===== config.mk =====
export PLATFORM = sky130hd
export DESIGN_NAME = asg_seq_ctrl
export DESIGN_NICKNAME = d
export VERILOG_FILES = /design/src/rtl/asg_seq_pkg.sv /design/src/rtl/asg_us_timer.sv /design/src/rtl/asg_seq_ctrl.sv
export SDC_FILE = /design/constraint.sdc
export NUM_CORES = 1
export LEC_CHECK = 0
export CORE_MARGIN = 2
export CORE_UTILIZATION = 35
export DETAILED_ROUTE_END_ITERATION = 6
export DONT_BUFFER_PORTS = 1
export HOLD_SLACK_MARGIN = 0.05
export SLEW_MARGIN = 20
export SYNTH_ARGS = -nofsm -noshare
export SYNTH_HDL_FRONTEND = slang
export SYNTH_HIERARCHICAL = 1
export SYNTH_SLANG_ARGS = --single-unit

===== constraint.sdc =====
create_clock -name dac_clk_i -period 5.8 [get_ports dac_clk_i]
set_clock_uncertainty 0.2 [all_clocks]
set_input_delay 1.16 -clock dac_clk_i [delete_from_list [all_inputs] [get_ports dac_clk_i]]
set_output_delay 1.16 -clock dac_clk_i [all_outputs]
set_load 0.02 [all_outputs]

===== src/rtl/asg_seq_pkg.sv =====
// rtl/asg_seq_pkg.sv - shared state encoding and constants for the ASG segment sequencer
package asg_seq_pkg;

  // dac_clk_i cycles per microsecond at the nominal DAC rate
  localparam int US_TICKS_DEF = 125;

  typedef logic [1:0] seq_state_t;

  localparam seq_state_t ST_IDLE = 2'd0;
  localparam seq_state_t ST_RUN  = 2'd1;
  localparam seq_state_t ST_GAP  = 2'd2;

  // Pass counter sticks at all-ones in loop mode instead of wrapping
  function automatic logic [15:0] sat_inc16(input logic [15:0] v);
    return (v == 16'hFFFF) ? v : v + 16'd1;
  endfunction

endpackage


===== src/rtl/asg_us_timer.sv =====
// rtl/asg_us_timer.sv - microsecond gap timer: prescaler plus down-counter with expire pulse
module asg_us_timer
  import asg_seq_pkg::*;
#(
  parameter int US_TICKS = US_TICKS_DEF
) (
  input  logic        clk,
  input  logic        rst,
  input  logic        start,
  input  logic        clr,
  input  logic [31:0] load,
  output logic        expire
);

  localparam int PW = (US_TICKS > 1) ? $clog2(US_TICKS) : 1;
  localparam logic [PW-1:0] PRE_TOP = PW'(US_TICKS - 1);

  logic          active;
  logic [PW-1:0] pre_q;
  logic [31:0]   us_q;

  // Final cycle of the programmed window: last tick of the last microsecond
  assign expire = active && (pre_q == '0) && (us_q == 32'd1);

  // Prescaler counts down one microsecond, then the us counter steps down
  always_ff @(posedge clk) begin
    if (rst || clr) begin
      active <= 1'b0;
      pre_q  <= '0;
      us_q   <= '0;
    end else if (start) begin
      active <= (load != 32'd0);
      pre_q  <= PRE_TOP;
      us_q   <= load;
    end else if (active) begin
      if (expire) begin
        active <= 1'b0;
      end
      if (pre_q == '0) begin
        pre_q <= PRE_TOP;
        us_q  <= us_q - 32'd1;
      end else begin
        pre_q <= pre_q - PW'(1);
      end
    end
  end

endmodule


===== src/rtl/asg_seq_ctrl.sv =====
// rtl/asg_seq_ctrl.sv - per-channel segment sequencer with pass repeat, gap and bank swap
module asg_seq_ctrl
  import asg_seq_pkg::*;
#(
  parameter int NSEG     = 4,
  parameter int SW       = 2,
  parameter int CW       = 16,
  parameter int US_TICKS = US_TICKS_DEF
) (
  input  logic               dac_clk_i,
  input  logic               dac_rst_i,
  input  logic               cfg_en_i,
  input  logic [SW-1:0]      cfg_nseg_i,
  input  logic [NSEG*CW-1:0] cfg_ncyc_i,
  input  logic [15:0]        cfg_nrep_i,
  input  logic               cfg_loop_i,
  input  logic [31:0]        cfg_dly_i,
  input  logic               trig_i,
  input  logic               sw_trig_i,
  input  logic               stop_i,
  input  logic               swap_req_i,
  input  logic               cyc_end_i,
  output logic [SW-1:0]      seg_o,
  output logic               seg_start_o,
  output logic               run_o,
  output logic               bank_o,
  output logic               swap_ack_o,
  output logic               trig_o,
  output logic               busy_o,
  output logic               done_o
);

  seq_state_t    state_q;
  logic [CW-1:0] cyc_cnt_q;
  logic [15:0]   rep_cnt_q;
  logic          swap_pend_q;
  logic          trig_q;

  logic [CW-1:0] ncyc_cur;
  logic          trig_ev;
  logic          abort;
  logic          seg_done;
  logic          last_seg;
  logic          rep_more;
  logic          swap_now;
  logic          gap_start;
  logic          timer_expire;
  logic          gap_expire;

  assign busy_o    = (state_q != ST_IDLE);
  assign ncyc_cur  = cfg_ncyc_i[int'(seg_o) * CW +: CW];
  assign trig_ev   = cfg_en_i && ((trig_i && !trig_q) || sw_trig_i);
  // Stop or enable drop only matters while a sequence is active
  assign abort     = busy_o && (stop_i || !cfg_en_i);
  // A zero cycle count means the segment plays until stopped
  assign seg_done  = (state_q == ST_RUN) && cyc_end_i && (ncyc_cur != '0) &&
                     ((cyc_cnt_q + CW'(1)) == ncyc_cur);
  assign last_seg  = (seg_o >= cfg_nseg_i);
  assign rep_more  = cfg_loop_i || (rep_cnt_q < cfg_nrep_i);
  assign swap_now  = swap_pend_q || swap_req_i;
  assign gap_start = seg_done && last_seg && !abort && rep_more && (cfg_dly_i != 32'd0);
  assign gap_expire = (state_q == ST_GAP) && timer_expire;

  asg_us_timer #(
    .US_TICKS(US_TICKS)
  ) u_gap_timer (
    .clk    (dac_clk_i),
    .rst    (dac_rst_i),
    .start  (gap_start),
    .clr    (abort),
    .load   (cfg_dly_i),
    .expire (timer_expire)
  );

  // Sequencer FSM: trigger in IDLE, segment stepping in RUN, timed pause in GAP
  always_ff @(posedge dac_clk_i) begin
    if (dac_rst_i) begin
      state_q     <= ST_IDLE;
      cyc_cnt_q   <= '0;
      rep_cnt_q   <= '0;
      swap_pend_q <= 1'b0;
      trig_q      <= 1'b0;
      seg_o       <= '0;
      seg_start_o <= 1'b0;
      run_o       <= 1'b0;
      bank_o      <= 1'b0;
      swap_ack_o  <= 1'b0;
      trig_o      <= 1'b0;
      done_o      <= 1'b0;
    end else begin
      seg_start_o <= 1'b0;
      swap_ack_o  <= 1'b0;
      trig_o      <= 1'b0;
      done_o      <= 1'b0;
      trig_q      <= trig_i;

      if (state_q == ST_IDLE) begin
        // Idle bank is not being read, so a swap lands immediately
        if (swap_now) begin
          bank_o      <= ~bank_o;
          swap_ack_o  <= 1'b1;
          swap_pend_q <= 1'b0;
        end
        if (trig_ev) begin
          state_q     <= ST_RUN;
          seg_o       <= '0;
          cyc_cnt_q   <= '0;
          rep_cnt_q   <= '0;
          seg_start_o <= 1'b1;
          run_o       <= 1'b1;
          trig_o      <= 1'b1;
        end
      end else begin
        swap_pend_q <= swap_now;
        if (abort) begin
          state_q <= ST_IDLE;
          run_o   <= 1'b0;
        end else if (state_q == ST_RUN) begin
          if (cyc_end_i) begin
            cyc_cnt_q <= cyc_cnt_q + CW'(1);
          end
          if (seg_done) begin
            cyc_cnt_q <= '0;
            if (!last_seg) begin
              seg_o       <= seg_o + SW'(1);
              seg_start_o <= 1'b1;
            end else begin
              // Pass boundary: the only point where the playing bank may change
              if (swap_now) begin
                bank_o      <= ~bank_o;
                swap_ack_o  <= 1'b1;
                swap_pend_q <= 1'b0;
              end
              if (rep_more) begin
                rep_cnt_q <= sat_inc16(rep_cnt_q);
                if (cfg_dly_i == 32'd0) begin
                  seg_o       <= '0;
                  seg_start_o <= 1'b1;
                end else begin
                  state_q <= ST_GAP;
                  run_o   <= 1'b0;
                end
              end else begin
                state_q <= ST_IDLE;
                run_o   <= 1'b0;
                done_o  <= 1'b1;
              end
            end
          end
        end else if (state_q == ST_GAP) begin
          if (gap_expire) begin
            state_q     <= ST_RUN;
            seg_o       <= '0;
            cyc_cnt_q   <= '0;
            seg_start_o <= 1'b1;
            run_o       <= 1'b1;
          end
        end else begin
          state_q <= ST_IDLE;
          run_o   <= 1'b0;
        end
      end
    end
  end

endmodule

# Word level (Yosys, flattened, before mapping)
# Cells that the tools add are included.
# totals
output_inout_bits,9
wordCells,173
in_bits,123
register_bits,84
# classes
reduce_logical,44
n_bitwise,5
n_eq_ne,17
n_shift,1
add_sub_neg,5
magnitude_cmp,2
muxes,83
# ops
cell,n
16-bit 2-to-1 mux,15
32-bit 2-to-1 mux,3
64-bit by 7-bit variable part select with 16-bit output,1
1-bit 2-to-1 mux,42
2-bit 2-to-1 mux,20
16-bit by 1-bit adder with 16-bit output (second input constant),2
32-bit by 1-bit equality test with 1-bit output (second input constant),1
32-bit zero test,1
32-bit nonzero test,1
32-bit by 1-bit subtractor with 32-bit output (second input constant),1
7-bit 2-to-1 mux,3
16-bit equality test,1
16-bit equality test (second input constant),1
16-bit < comparator,1
4-bit by 3-bit inequality test with 1-bit output (second input constant),4
16-bit nonzero test,1
7-bit AND reduction,2
2-bit nonzero test,7
1-bit logical AND,13
5-bit AND reduction,2
7-bit zero test,1
7-bit by 1-bit subtractor with 7-bit output (second input constant),1
2-bit inequality test (second input constant),3
3-bit nonzero test,2
other kinds (17),28

# Depth between registers and ports, before layout
# Gate-level depths: netlist of the first run.
# depth
word_depth,10
mapped_depth,16

# By module
# The synthesis of the first run kept the hierarchy.
# by_module_without_submodules
mod,cells_per_inst,instances,area_per_inst_um2,seq_area_each_um2
asg_seq_ctrl,474,1,3762.4,860.8
asg_us_timer,281,1,2303.5,800.8

# Least setup slack after synthesis of the first run
# Ideal clock, no wire load.
# synth_timing
path_type,input to register
from,in cfg_ncyc_i[57]
to,reg u_gap_timer.pre_q[5]
setup_ps,70
setup_slack_ps,856
arrival_ps,4673
t_required_ps,5530
path_buffers,1
stages,13
path_cell_list,mux4_2 xor2_1 xnor2_1 or4_1 or4_4 or3_1 nor4b_1 clkbuf_1 nor2_1 o32ai_1 a21oi_1 a31o_2 a21oi_1
# synth_between
elab_chain_len,9
# synth_rtl
element,line_no,text
start: declaration,asg_seq_ctrl.sv:14,"input logic [NSEG*CW-1:0] cfg_ncyc_i,"
64-bit by 7-bit variable part select with 16-bit output (*),asg_seq_ctrl.sv:51,assign ncyc_cur = cfg_ncyc_i[int'(seg_o) * CW +: CW];
16-bit nonzero test,asg_seq_ctrl.sv:56,assign seg_done = (state_q == ST_RUN) && cyc_end_i && (ncyc_cur != '0) &&
1-bit logical AND,asg_seq_ctrl.sv:56,
1-bit logical AND (*),asg_seq_ctrl.sv:56,
1-bit logical AND (*) (4 in a row),asg_seq_ctrl.sv:61,assign gap_start = seg_done && last_seg && !abort && rep_more && (cfg_dly_i != 32'd0);
named net gap_start,asg_seq_ctrl.sv:46,logic gap_start;
7-bit 2-to-1 mux or 2-bit nonzero test (tied branches),n/a,
end signal: assignment,asg_us_timer.sv:43,pre_q <= pre_q - PW'(1);
end: declaration,asg_us_timer.sv:19,logic [PW-1:0] pre_q;
# The timed path passes the listed nets; every way through them passes the cells marked *.
# A chain may end at the register's enable or synchronous reset.

# Final worst setup path of the first run
# layout_timing
from,reg cyc_cnt_q[0]
to,reg u_gap_timer.us_q[10]
# layout_between
elab_chain_len,9
# layout_rtl
element,line_no,text
start: declaration,asg_seq_ctrl.sv:34,logic [CW-1:0] cyc_cnt_q;
start signal: assignment,asg_seq_ctrl.sv:120,cyc_cnt_q <= cyc_cnt_q + CW'(1);
16-bit by 1-bit adder with 16-bit output (*),asg_seq_ctrl.sv:57,((cyc_cnt_q + CW'(1)) == ncyc_cur);
16-bit equality test (*),asg_seq_ctrl.sv:57,
1-bit logical AND (*),asg_seq_ctrl.sv:56,
1-bit logical AND (*) (4 in a row),asg_seq_ctrl.sv:61,
named net gap_start,asg_seq_ctrl.sv:46,
2-bit nonzero test (no source line),n/a,
2-bit AND reduction (no source line),n/a,
end signal: assignment,asg_us_timer.sv:34,us_q <= load;
end signal: assignment,asg_us_timer.sv:41,us_q <= us_q - 32'd1;
end: declaration,asg_us_timer.sv:20,logic [31:0] us_q;
# Marked as above.

==> results of run 1 <==
-- how the worst min path moves through the flow --
stage | cells past startpoint | endpoint | slack, ps
2_1_floorplan | 2 | rep_cnt_q[10] | 270
3_3_place_gp | 2 | rep_cnt_q[10] | 300
3_5_place_dp | 2 | rep_cnt_q[10] | 310
4_1_cts | 2 | rep_cnt_q[10] | 320
5_1_grt | 2 | rep_cnt_q[6] | 350
6_report | 2 | rep_cnt_q[10] | 310
-- layout make-up --
type,count,area (um2)
inverter,33,123.9
fill,1725,10610
sequential,83,1662
timing repair buffer,6,45.04
tap,225,281.5
clock buffer,9,225.2
clock inverter,7,85.08
multi-input combinational,595,4083
-- critical path: stages, from the launching register on --
cell                       delay, ps
sky130_fd_sc_hd__dfxtp_1         490
sky130_fd_sc_hd__ha_1            300
sky130_fd_sc_hd__nand4_1         270
sky130_fd_sc_hd__nor4_2          460
sky130_fd_sc_hd__xnor2_1         160
sky130_fd_sc_hd__or4_1           520
sky130_fd_sc_hd__or4_4           510
sky130_fd_sc_hd__or3_1           410
sky130_fd_sc_hd__nor4b_2         340
sky130_fd_sc_hd__clkinv_1        310
sky130_fd_sc_hd__buf_4           350
sky130_fd_sc_hd__o21ai_0         230
sky130_fd_sc_hd__a21oi_1          60
-- metrics by stage --
step | cell area, um2 | cells | hold WS (ps) | utilization, %
final | 6505 | 958 | 313.8 | 38.00
after floorplan | 6066 | 755 | 270.6 | -
after global placement | 6193 | 942 | 295.3 | 36.18
after detailed placement | 6193 | 942 | 308.4 | 36.18
after CTS | 6504 | 958 | 320.4 | 38.00
after global routing | 6505 | 958 | 353.9 | 38.00
-- flip-flops by register name, indices dropped and copies added, names as in the netlist --
signal,flops
u_gap_timer/us_q,32
cyc_cnt_q,16
rep_cnt_q,16
u_gap_timer/pre_q,7
seg_o,2
state_q,2
bank_o,1
done_o,1
seg_start_o,1
swap_ack_o,1
swap_pend_q,1
trig_o,1
trig_q,1
u_gap_timer/active,1
-- logic make-up after synthesis --
kind of cell             count (synthesis)  share of synthesized area, %
multiplexers                            22                         6.951
adder cells (fa/ha/maj)                 22                         4.538
XOR/XNOR                                58                         9.055
AO/OA/AOI/OAI                          171                         16.23
AND/OR/NAND/NOR                        322                         30.36
buffers and inverters                   77                         5.466
flip-flops                              83                         27.39
-- metal layers --
metal	track usage (%)	vias to the layer above	share of wire, %
met1	23.74	2598	46
met4	7.581	0	2.5
met2	27.97	148	47
met5	0	-	0
met3	2.993	28	4.6
li1	-	2746	-
-- cells in the final DEF, fill, tap and decap left out, types with 5 or more instances in the layout --
master	Yosys	final
sky130_fd_sc_hd__nand4_1	16	16
sky130_fd_sc_hd__nand3_1	38	38
sky130_fd_sc_hd__nor3b_1	7	7
sky130_fd_sc_hd__nor2_1	55	54
sky130_fd_sc_hd__and4_1	5	5
sky130_fd_sc_hd__o21a_1	6	5
sky130_fd_sc_hd__o21ai_0	57	57
sky130_fd_sc_hd__xnor2_1	43	43
sky130_fd_sc_hd__mux4_2	16	16
sky130_fd_sc_hd__nor2b_1	11	11
sky130_fd_sc_hd__or4_1	7	7
sky130_fd_sc_hd__a21o_1	6	6
sky130_fd_sc_hd__and3_1	7	7
sky130_fd_sc_hd__nor3_1	30	30
sky130_fd_sc_hd__nand2b_1	6	6
sky130_fd_sc_hd__buf_4	0	6
sky130_fd_sc_hd__a31oi_1	7	7
sky130_fd_sc_hd__clkbuf_16	0	9
sky130_fd_sc_hd__dfxtp_1	83	83
sky130_fd_sc_hd__or3_1	15	15
sky130_fd_sc_hd__inv_1	32	32
sky130_fd_sc_hd__nor4_1	40	40
sky130_fd_sc_hd__nand2_1	49	49
sky130_fd_sc_hd__ha_1	22	22
sky130_fd_sc_hd__mux2i_1	5	5
sky130_fd_sc_hd__and2_1	10	10
sky130_fd_sc_hd__nor4_4	5	5
sky130_fd_sc_hd__a21oi_1	68	68
sky130_fd_sc_hd__or2_2	6	6
sky130_fd_sc_hd__xor2_1	12	12
-- power breakdown --
group          leakage [nW]  internal, W  switching (W)
clock network         0.153     0.000342       0.000267
registers             0.670     0.000576      0.0000153
logic                  1.35    0.0000425      0.0000751
total                  2.17     0.000961       0.000358
==> flow_results.org, run 1 <==
** Logic synthesis
- Post-synth design cell area :: 6066 um2
- Counting flops with an async set or reset pin after synthesis yields a share of 0%.
- sky130_fd_sc_hd__dfxtp_1 is the most common cell in the netlist.
- Synthesis Warnings :: 6
- Of the post-synthesis cell area, the dominant cell type holds 27.39%.
- A synthesized cell averages 8.034 um2.
- Ranked by total cell area, the synthesized netlist is headed by sky130_fd_sc_hd__dfxtp_1 27%, sky130_fd_sc_hd__xnor2_1 6.2%, sky130_fd_sc_hd__mux4_2 5.9%.
- Cell types with the highest counts after synthesis :: 83 x sky130_fd_sc_hd__dfxtp_1, 68 x sky130_fd_sc_hd__a21oi_1, 57 x sky130_fd_sc_hd__o21ai_0
- Dominant cell type by area after synthesis :: sky130_fd_sc_hd__dfxtp_1
- Synthesized Nets :: 900
- Yosys mapped a number of flops with a built-in enable equal to 0.
- Post-synth cell types :: 61
- Cell count after synthesis :: 755
- After synthesis the netlist holds a flip-flop and latch count of 83.
- Predominant post-synthesis flop cell :: sky130_fd_sc_hd__dfxtp_1
- Sequential cells were found to cover 27.39% of the synthesized design area.

** Final layout
- The post-route netlist has 8.731% of its cells at a drive strength greater than 1.
- Area growth syn-to-layout :: 7.240%
- Post-layout nets :: 873
- Ant. Diodes :: 0

** Floorplan
- Die extent in y :: 135.6 um
- Site row count :: 48
- Die span in x :: 135.6 um
- 132 I/O pins were placed.
- The die covers 18,400 um2.
- Starting utilization of the core area :: 35.44%
- Std-Cell Core Area :: 17,120 um2

** CTS
- Cell at the root of the clock tree :: sky130_fd_sc_hd__clkbuf_16
- Level count of the clock H-tree :: 3
- Once the clock tree was built, the setup fixing pass inserted 0 buffers.
- TritonCTS built the clock tree.
- After clock tree synthesis, the clock-pin slew on the worst setup and hold paths is 70 ps.
- In this run, CTS created clock tree buffers numbering 9.
- Post-CTS repair changed the size of 0 cells.
- Longest Clk Path Bufs :: 2
- After clock tree synthesis, the flow added hold-fix buffers numbering 0.
- For this design, the sink count on the clock tree is 83.
- The later pin in the worst-skew pair is clocked with a latency of 350 ps.

** STA
- The count of endpoints failing hold in the final timing report is 0.
- RSZ-0062 raised after global routing :: no
- Number of pins with negative max-slew slack in the final report :: 0
- In the final timing run, aggregate negative setup slack is 0 ps.
- Across all setup checks in the final design, the least slack found is 1050 ps.
- The clock period could shrink to 4750 ps.
- At the pin with the least slew margin, the transition time is 958.8 ps.
- Setup violations remaining at the end of the flow were counted as 0.
- Max-Slew Margin vs Limit :: 36.01%
- Top achievable clock speed :: 210.5 MHz
- Share of the clock period used by the worst path :: 81.90%

** Worst setup path
- Of all nets on the critical path, the largest fanout is 43.
- CP Data Arrival Time :: 4770 ps
- For the worst flop-to-flop path, the logic depth is 12.
- In this run the register-to-register setup slack is 1050 ps.
- By startpoint and endpoint, the worst setup path is classified as reg -> reg.
- Critical R2R Capture :: u_gap_timer/us_q[10]
- Startpoint kind of the worst setup timing path :: flop
- Data on the critical path is required at its endpoint by 5820 ps.
- Tracing the worst setup path back leads to its startpoint at cyc_cnt_q[0].
- The startpoint identified for the worst register-to-register timing path is cyc_cnt_q[0].
- The worst setup path is captured at a flop.
- The most critical setup path has its endpoint at u_gap_timer/us_q[10].

** Placed design
- The congestion estimate from routability-driven global placement came to 0.8553.
- Worst Setup Slack post-DPL :: 801.8 ps
- Total of buffers placed on input and output ports :: 0
- DPL Wire Length :: 12.34 mm

** Global route
- The first global-routing pass estimated 26.05 mm of wire.
- Entering global routing, the biggest net connects 44 pins.
- Vias in the first global route :: 5,103
- Across every metal layer, demand over resource in global routing totals 17.67%.
- The number of antenna violations at the first check in global routing was 0.
- Remaining Overflow, GRT :: 0

** Route
- The first detailed-routing pass ran for 5 iterations.
- Wire length per cell :: 16.97 um
- In the routed design, unresolved DRC markers number 0.
- After detailed routing, the number of vias per cell comes to 5.762.
- Iteration-0 DRC Markers :: 378
- The detailed router placed 5,520 vias in this run.
- The routed design has 16.26 mm of wire.
- Antenna-violating nets left :: 0

** Pwr
- Final Total Pwr :: 0.001319 W
- VDD sags by at most 0.1227 mV.
- In this run the power density over the cells is 202.7 nW/um2.
- Pleak :: 2.170 nW

** Run status
- The flow ran to the end, and the final reports show no timing, DRC or antenna violations.

** Worst hold path
- Hold Path Origin :: rep_cnt_q[10]
- Path category of the worst min-delay check :: reg -> reg

** Run
- Count of max-cap constraint violations :: 0
(Power assumes the default switching activity.)
==> run 2, diff against run 1 <==
clock period = 3.83 ns   (was 5.8 ns; I/O delays follow)
==> flow_results.org, run 2 (same netlist as run 1, synthesis figures left out) <==
** Global route
- Entering global routing, the biggest net connects 32 pins.
- The number of antenna violations at the first check in global routing came to 2.
- Global-route wire length before repair :: 29.17 mm
- For this run the aggregate overflow at the end of global routing stands at 0.
- Vias in the first global route :: 5,796
- Overall routing resource usage :: 20.28%

** Final layout
- For this run, the number of standard cells in the final layout without fillers is 1,056.
- Leaving out fill and tap cells, the most frequent cell in the layout is sky130_fd_sc_hd__buf_4.
- Register containing the most flip-flops in the final layout :: u_gap_timer/us_q
- The final layout contains 969 nets.
- Relative to the synthesized area, the layout overhead comes to 29.46%.
- The register with the most flip-flops in the layout has 32 of them.
- Commonest cells after routing, fill and taps aside :: 83 x sky130_fd_sc_hd__buf_4, 80 x sky130_fd_sc_hd__dfxtp_1, 53 x sky130_fd_sc_hd__nor2_1, 47 x sky130_fd_sc_hd__nand2_1, 42 x sky130_fd_sc_hd__a21oi_1
- The largest registers in the layout are u_gap_timer/us_q (32), cyc_cnt_q (16), rep_cnt_q (16).
- The post-route netlist has 28.11% of its cells at a drive strength greater than 1.

** Floorplan
- In this run the count of I/O pins placed on the die edge is 132.
- Site row count :: 48
- In this run the vertical extent of the chip is 135.6 um.
- Starting utilization of the core area :: 35.44%
- In this run the horizontal extent of the chip is 135.6 um.
- Die outline area :: 18,400 um2
- The total area inside the core boundary comes to 17,120 um2.

** STA
- Setup violations remaining at the end of the flow were counted as 39.
- Setup slack on the critical path of the routed design comes to -244.0 ps.
- Final hold vios :: 0
- Top achievable clock speed :: 245.5 MHz
- Max-Slew Margin vs Limit :: 26.52%
- At the pin with the least slew margin, the transition time is 1102 ps.
- Post-route setup TNS :: -4379 ps
- The total count of max-transition violations in the final report is 0.
- Final period demand of the worst path :: 4074 ps
- Share of the clock period used by the worst path :: 106.4%
- RSZ-0062 raised after global routing :: yes

** CTS
- CTS tree :: yes
- Clock-pin slew was measured on the worst setup and hold paths at 70 ps.
- Number of sinks driven by the clock tree :: 83
- Hold buffer count at CTS :: 0
- Worst-Skew Late Latency :: 370 ps
- Longest Clk Path Bufs :: 2
- TritonCTS created 9 clock buffers.
- The tree is rooted in a sky130_fd_sc_hd__clkbuf_16.
- Level count of the clock H-tree :: 3

** Run status
- Outcome :: finished, violations left
- Violations in the final reports :: negative setup slack

** Worst hold path
- The min-delay analysis places its worst path in the category in -> reg.

** Pwr
- Power comes to 0.002076 W.
- Clk network pwr share :: 45.1%
- Summed over all nets, the switching power comes to 0.0005873 W.
- Power Dens Cells :: 264.4 nW/um2
- Internal cell power :: 0.001489 W
- In this run the static leakage power is 2.803 nW.
- Register share of total power :: 42.7%
- Across the VDD grid, the largest voltage drop is 0.1946 mV.
- Logic gate share of total power :: 12.2%
- Share of total power consumed by net switching :: 28.29%

** Worst setup path
- Critical path cell sequence :: mux4_2 -> xor2_1 -> xnor2_1 -> or4_1 -> or4_4 -> or3_4 -> nor4b_4 -> buf_4 -> nor2_4 -> o32ai_2 -> a21oi_1 -> a31o_2 -> a21oi_2
- Critical path data required time :: 3920 ps
- Among all stages on the critical path, the largest delay is contributed by sky130_fd_sc_hd__mux4_2.
- The worst setup path is captured at a flop.
- Number of buffers and inverters on the critical path :: 1
- For this run, the slowest stage of the critical path takes 520 ps.
- The kind of cell with the highest combined delay along the critical path is simple AND/OR/NAND/NOR gates.
- Startpoint kind of the worst setup timing path :: flop
- Largest fanout on the critical path :: 7
- CP Data Arrival Time :: 4160 ps
- The critical path in this run is classified as reg -> reg.

** Route
- Iteration-0 DRC Markers :: 423
- In the routed design, unresolved DRC markers number 0.
- Number of vias per cell :: 5.759
- Routed WL :: 19.49 mm
- Once detail routing completed, the nets flagged for antenna violations numbered 0.
- In the final routed layout, each cell accounts on average for 18.45 um.
- The pre-antenna-repair detailed-routing pass consisted of 5 iterations.
- The final route contains 6,081 vias.

** Placed design
- Detailed placement ended at an HPWL of 13.62 mm.
- Placed cells :: 1,019
- Routability-driven placement finished with a final weighted congestion of 0.9280.
- The count of buffers added on input and output ports is 0.

** Run
- Count of max-cap constraint violations :: 0
==> run 2: cell types whose count changed in the layout (fill, tap and decap cells not counted), sizes merged <==
cell / change
diode: +2
clkbuf: +2
buf: +91
or4: +2
clkinvlp: +1
inv: +1
clkinv: -1
==> run 2: worst paths after layout <==
kind                start                   end  slack (ps)  cells past startpoint
max              seg_o[0]  u_gap_timer/pre_q[5]        -240                     13
min             dac_rst_i          cyc_cnt_q[0]         290                      1
max reg2reg      seg_o[0]  u_gap_timer/pre_q[5]        -240                     13
min reg2reg  cyc_cnt_q[4]          cyc_cnt_q[4]         300                      2
==> run 2: per-layer routing <==
layer | track usage (%) | wire, um | share of wire [%] | vias up
met2 | 33.56 | 9391 | 48 | 237
met1 | 25.48 | 8327 | 43 | 2865
li1 | - | - | - | 2942
met3 | 3.741 | 1219 | 6.3 | 37
met4 | 9.664 | 548 | 2.8 | 0
met5 | 0 | 0 | 0 | -
==> run 2: layout make-up <==
type                    count  area [um2]
clock buffers               9       225.2
well taps                 225       281.5
repair buffers             99       980.9
clock inverters             7       83.83
diodes                      2       5.005
inverters                  33       136.4
flip-flops and latches     83        1673
repair inverters            1       8.758
fillers                  1631        9264
multi-input cells         597        4458
==> run 2: power groups by stage <==
stage	sequential [W]	clock (W)	combinational [W]
6_report	0.000886	0.000937	0.000253
5_1_grt	0.000887	0.000973	0.000274
4_1_cts	0.000887	0.000945	0.000239
3_5_place_dp	0.000908	0	0.000218
3_3_place_gp	0.000908	0	0.000217
2_1_floorplan	0.000905	0	0.000153
==> run 2: stage by stage <==
step           area [um2]  setup slack (ps)  utilization (%)  hold slack, ps
5_1_grt              7853            -396.6            45.88           270.8
6_report             7853            -244.0            45.88           285.1
2_1_floorplan        6118            -461.1                -           270.6
4_1_cts              7606            -188.3            44.44           268.2
3_5_place_dp         6830            -519.5            39.91           296.3
3_3_place_gp         6830            -497.9            39.91           270.2
==> run 2: what timing repair did <==
item                                    CTS  global route
endpoints found under the setup margin   53            54
pin swaps                                15            13
setup buffers                             4             5
gates cloned                              6             5
gates resized for setup                  95            29
==> run 3, diff against run 2 <==
CAP_MARGIN = 20   (was default)
SKIP_CTS_REPAIR_TIMING = 1   (was default)
==> flow_results.org, run 3 (same netlist as run 1, synthesis figures left out) <==
** Floorplan
- The die covers 18,400 um2.
- Site row count :: 48
- Die span in x :: 135.6 um
- In this run the vertical extent of the chip is 135.6 um.
- During I/O placement, the number of pins put on the boundary was 132.
- Std-Cell Core Area :: 17,120 um2
- Starting utilization of the core area :: 35.44%

** STA
- Top achievable clock speed :: 246.1 MHz
- Worst Tran Pin Value :: 1072 ps
- Final setup margin :: -233.0 ps
- Max-Slew Margin vs Limit :: 28.50%
- The worst path uses 106.1% of the clock period.
- The count of endpoints failing hold in the final timing report came to 0.
- For the final routed database, the setup TNS stands at -4680 ps.
- Number of pins with negative max-slew slack in the final report :: 0
- Final period demand of the worst path :: 4063 ps
- RSZ-0062 raised after global routing :: yes
- Number of setup violations in the final report :: 35

** CTS
- TritonCTS built the clock tree.
- Level count of the clock H-tree :: 3
- Post-CTS clock slew at the launch and capture registers of the worst setup and hold paths :: 70 ps
- The number of clock buffers added by TritonCTS is 9.
- Worst-Skew Late Latency :: 360 ps
- Longest Clk Path Bufs :: 2
- CTS saw 83 sinks.
- The tree is rooted in a sky130_fd_sc_hd__clkbuf_16.

** Route
- The detailed router finished its first iteration with 355 violations.
- Routed WL :: 18.01 mm
- Number of vias per cell :: 5.583
- In the routed design, unresolved DRC markers number 0.
- Dividing the detail-routed wire length by the instance count gives 17.29 um.
- The detail route stage leaves a number of antenna-violating nets equal to 0.
- Before antenna repair, the detailed router went through 5 iterations.
- For this block, the via count after detailed routing is 5,817.

** Worst setup path
- Data on the critical path is required at its endpoint by 3920 ps.
- STA classifies the critical path endpoint as a flop.
- Among cell families on the critical path, the largest total delay comes from simple AND/OR/NAND/NOR gates.
- Startpoint kind of the worst setup timing path :: flop
- STA puts the critical path data arrival time at 4150 ps.
- Largest fanout on the critical path :: 7
- Number of buffers and inverters on the critical path :: 1
- Traced cell by cell, the critical path runs through mux4_2 -> xor2_1 -> xnor2_1 -> or4_1 -> or4_4 -> or3_4 -> nor4b_4 -> buf_4 -> nor2_4 -> o32ai_2 -> a21oi_1 -> a31o_2 -> a21oi_2.
- The slowest stage of the critical path is the sky130_fd_sc_hd__mux4_2 cell.
- The critical path is of the reg -> reg type.
- On the worst path, the slowest cell contributes a delay of 520 ps.

** Final layout
- Counting flops per register, the top entry is u_gap_timer/us_q.
- Max reg flops :: 32
- After the last flow step, the layout net total stands at 955.
- In the final layout, the multi-input gates occupy 4218 um2.
- Register cell area after layout :: 1673 um2
- Fraction of final layout cells with drive strength greater than 1 :: 20.37%
- In the final layout, the registers with the most flip-flops are u_gap_timer/us_q (32), cyc_cnt_q (16), rep_cnt_q (16).
- Commonest cells after routing, fill and taps aside :: 83 x sky130_fd_sc_hd__buf_4, 80 x sky130_fd_sc_hd__dfxtp_1, 64 x sky130_fd_sc_hd__a21oi_1, 56 x sky130_fd_sc_hd__o21ai_0, 54 x sky130_fd_sc_hd__nor2_1
- Counting the fill cells in the layout gives 1,698.
- Area growth syn-to-layout :: 20.24%
- The library cell used most frequently in the layout, excluding fill and tap cells, is sky130_fd_sc_hd__buf_4.
- Post-Route Utilization :: 42.61%
- The finished cells cover 7293 um2.

** Worst hold path
- Path category of the worst min-delay check :: in -> reg

** Placed design
- The congestion estimate from routability-driven global placement came to 0.9280.
- After detailed placement, the total cell area comes to 6830 um2.
- Summed over all nets, the half-perimeter wirelength after detailed placement is 13.62 mm.
- Port buffering added 0 buffers.
- OpenSTA, run right after detailed placement, puts the worst setup slack at -519.5 ps.

** Pwr
- Power Dens Cells :: 280.7 nW/um2
- Final Total Pwr :: 0.002047 W
- Across the VDD grid, the largest voltage drop is 0.1850 mV.
- Summed over all cells, the static leakage comes to 2.612 nW.

** Global route
- Vias in the first global route :: 5,507
- Global-route wire length before repair :: 27.66 mm
- Entering global routing, the biggest net connects 43 pins.
- Global routing used 19.09% of the available tracks.
- The number of antenna violations at the first check in global routing is 2.
- Summed over all layers, the global routing overflow is 0.

** Run status
- Violations in the final reports :: negative setup slack
- Outcome :: finished, violations left

** Run
- The tool flagged a number of max-cap violations equal to 0.
[run 3: changes by cell type in the layout (fill, tap and decap cells not counted), sizes merged]
cell and delta:
buf -11, inv -1, clkbuf -2
[run 3: cell type report]
cell class,count,share of cell area (%)
antenna,2,0.06862
clock buffer,9,3.088
clock inverter,7,1.149
inverter,33,1.698
multi-input combinational,597,57.83
sequential,83,22.94
tap,225,3.860
timing repair buffer,86,9.367
[run 3: power breakdown]
group / leakage (nW) / internal, W / switching [W] / total (W)
sequential: 0.672 / 0.000871 / 0.0000150 / 0.000886
combinational: 1.79 / 0.0000904 / 0.000136 / 0.000226
clock: 0.149 / 0.000518 / 0.000417 / 0.000935
total: 2.61 / 0.00148 / 0.000568 / 0.00205
[run 3: metrics by stage]
stage / instances / hold WS [ps]
global placement: 1019 / 270.2
detailed placement: 1019 / 296.3
CTS: 1035 / 270.3
floorplan: 755 / 270.6
global route: 1042 / 273.1
finish: 1042 / 283.7
[run 3: per-layer routing]
layer	share of wire [%]	GRT usage, %	routed length, um
met5	0	0	0
met1	45	24.93	8134
met3	5.0	3.442	906
met2	48	31.03	8610
met4	2.0	7.986	361
[run 3: worst reg2reg max path, delay by kind of cell, from the launching register on]
family | cells | cell delay [ps]
simple gates | 5 | 1730
compound gates | 4 | 650
mux | 1 | 530
flops | 1 | 420
xor+xnor | 2 | 300
buf+inv | 1 | 180
[run 3: final timing paths]
check / start / depth (start not counted) / slack [ps] / endpoint
max: seg_o[0] / 13 / -230 / u_gap_timer/pre_q[5]
min: dac_rst_i / 1 / 280 / cyc_cnt_q[0]
max reg2reg: seg_o[0] / 13 / -230 / u_gap_timer/pre_q[5]
min reg2reg: cyc_cnt_q[4] / 2 / 310 / cyc_cnt_q[4]
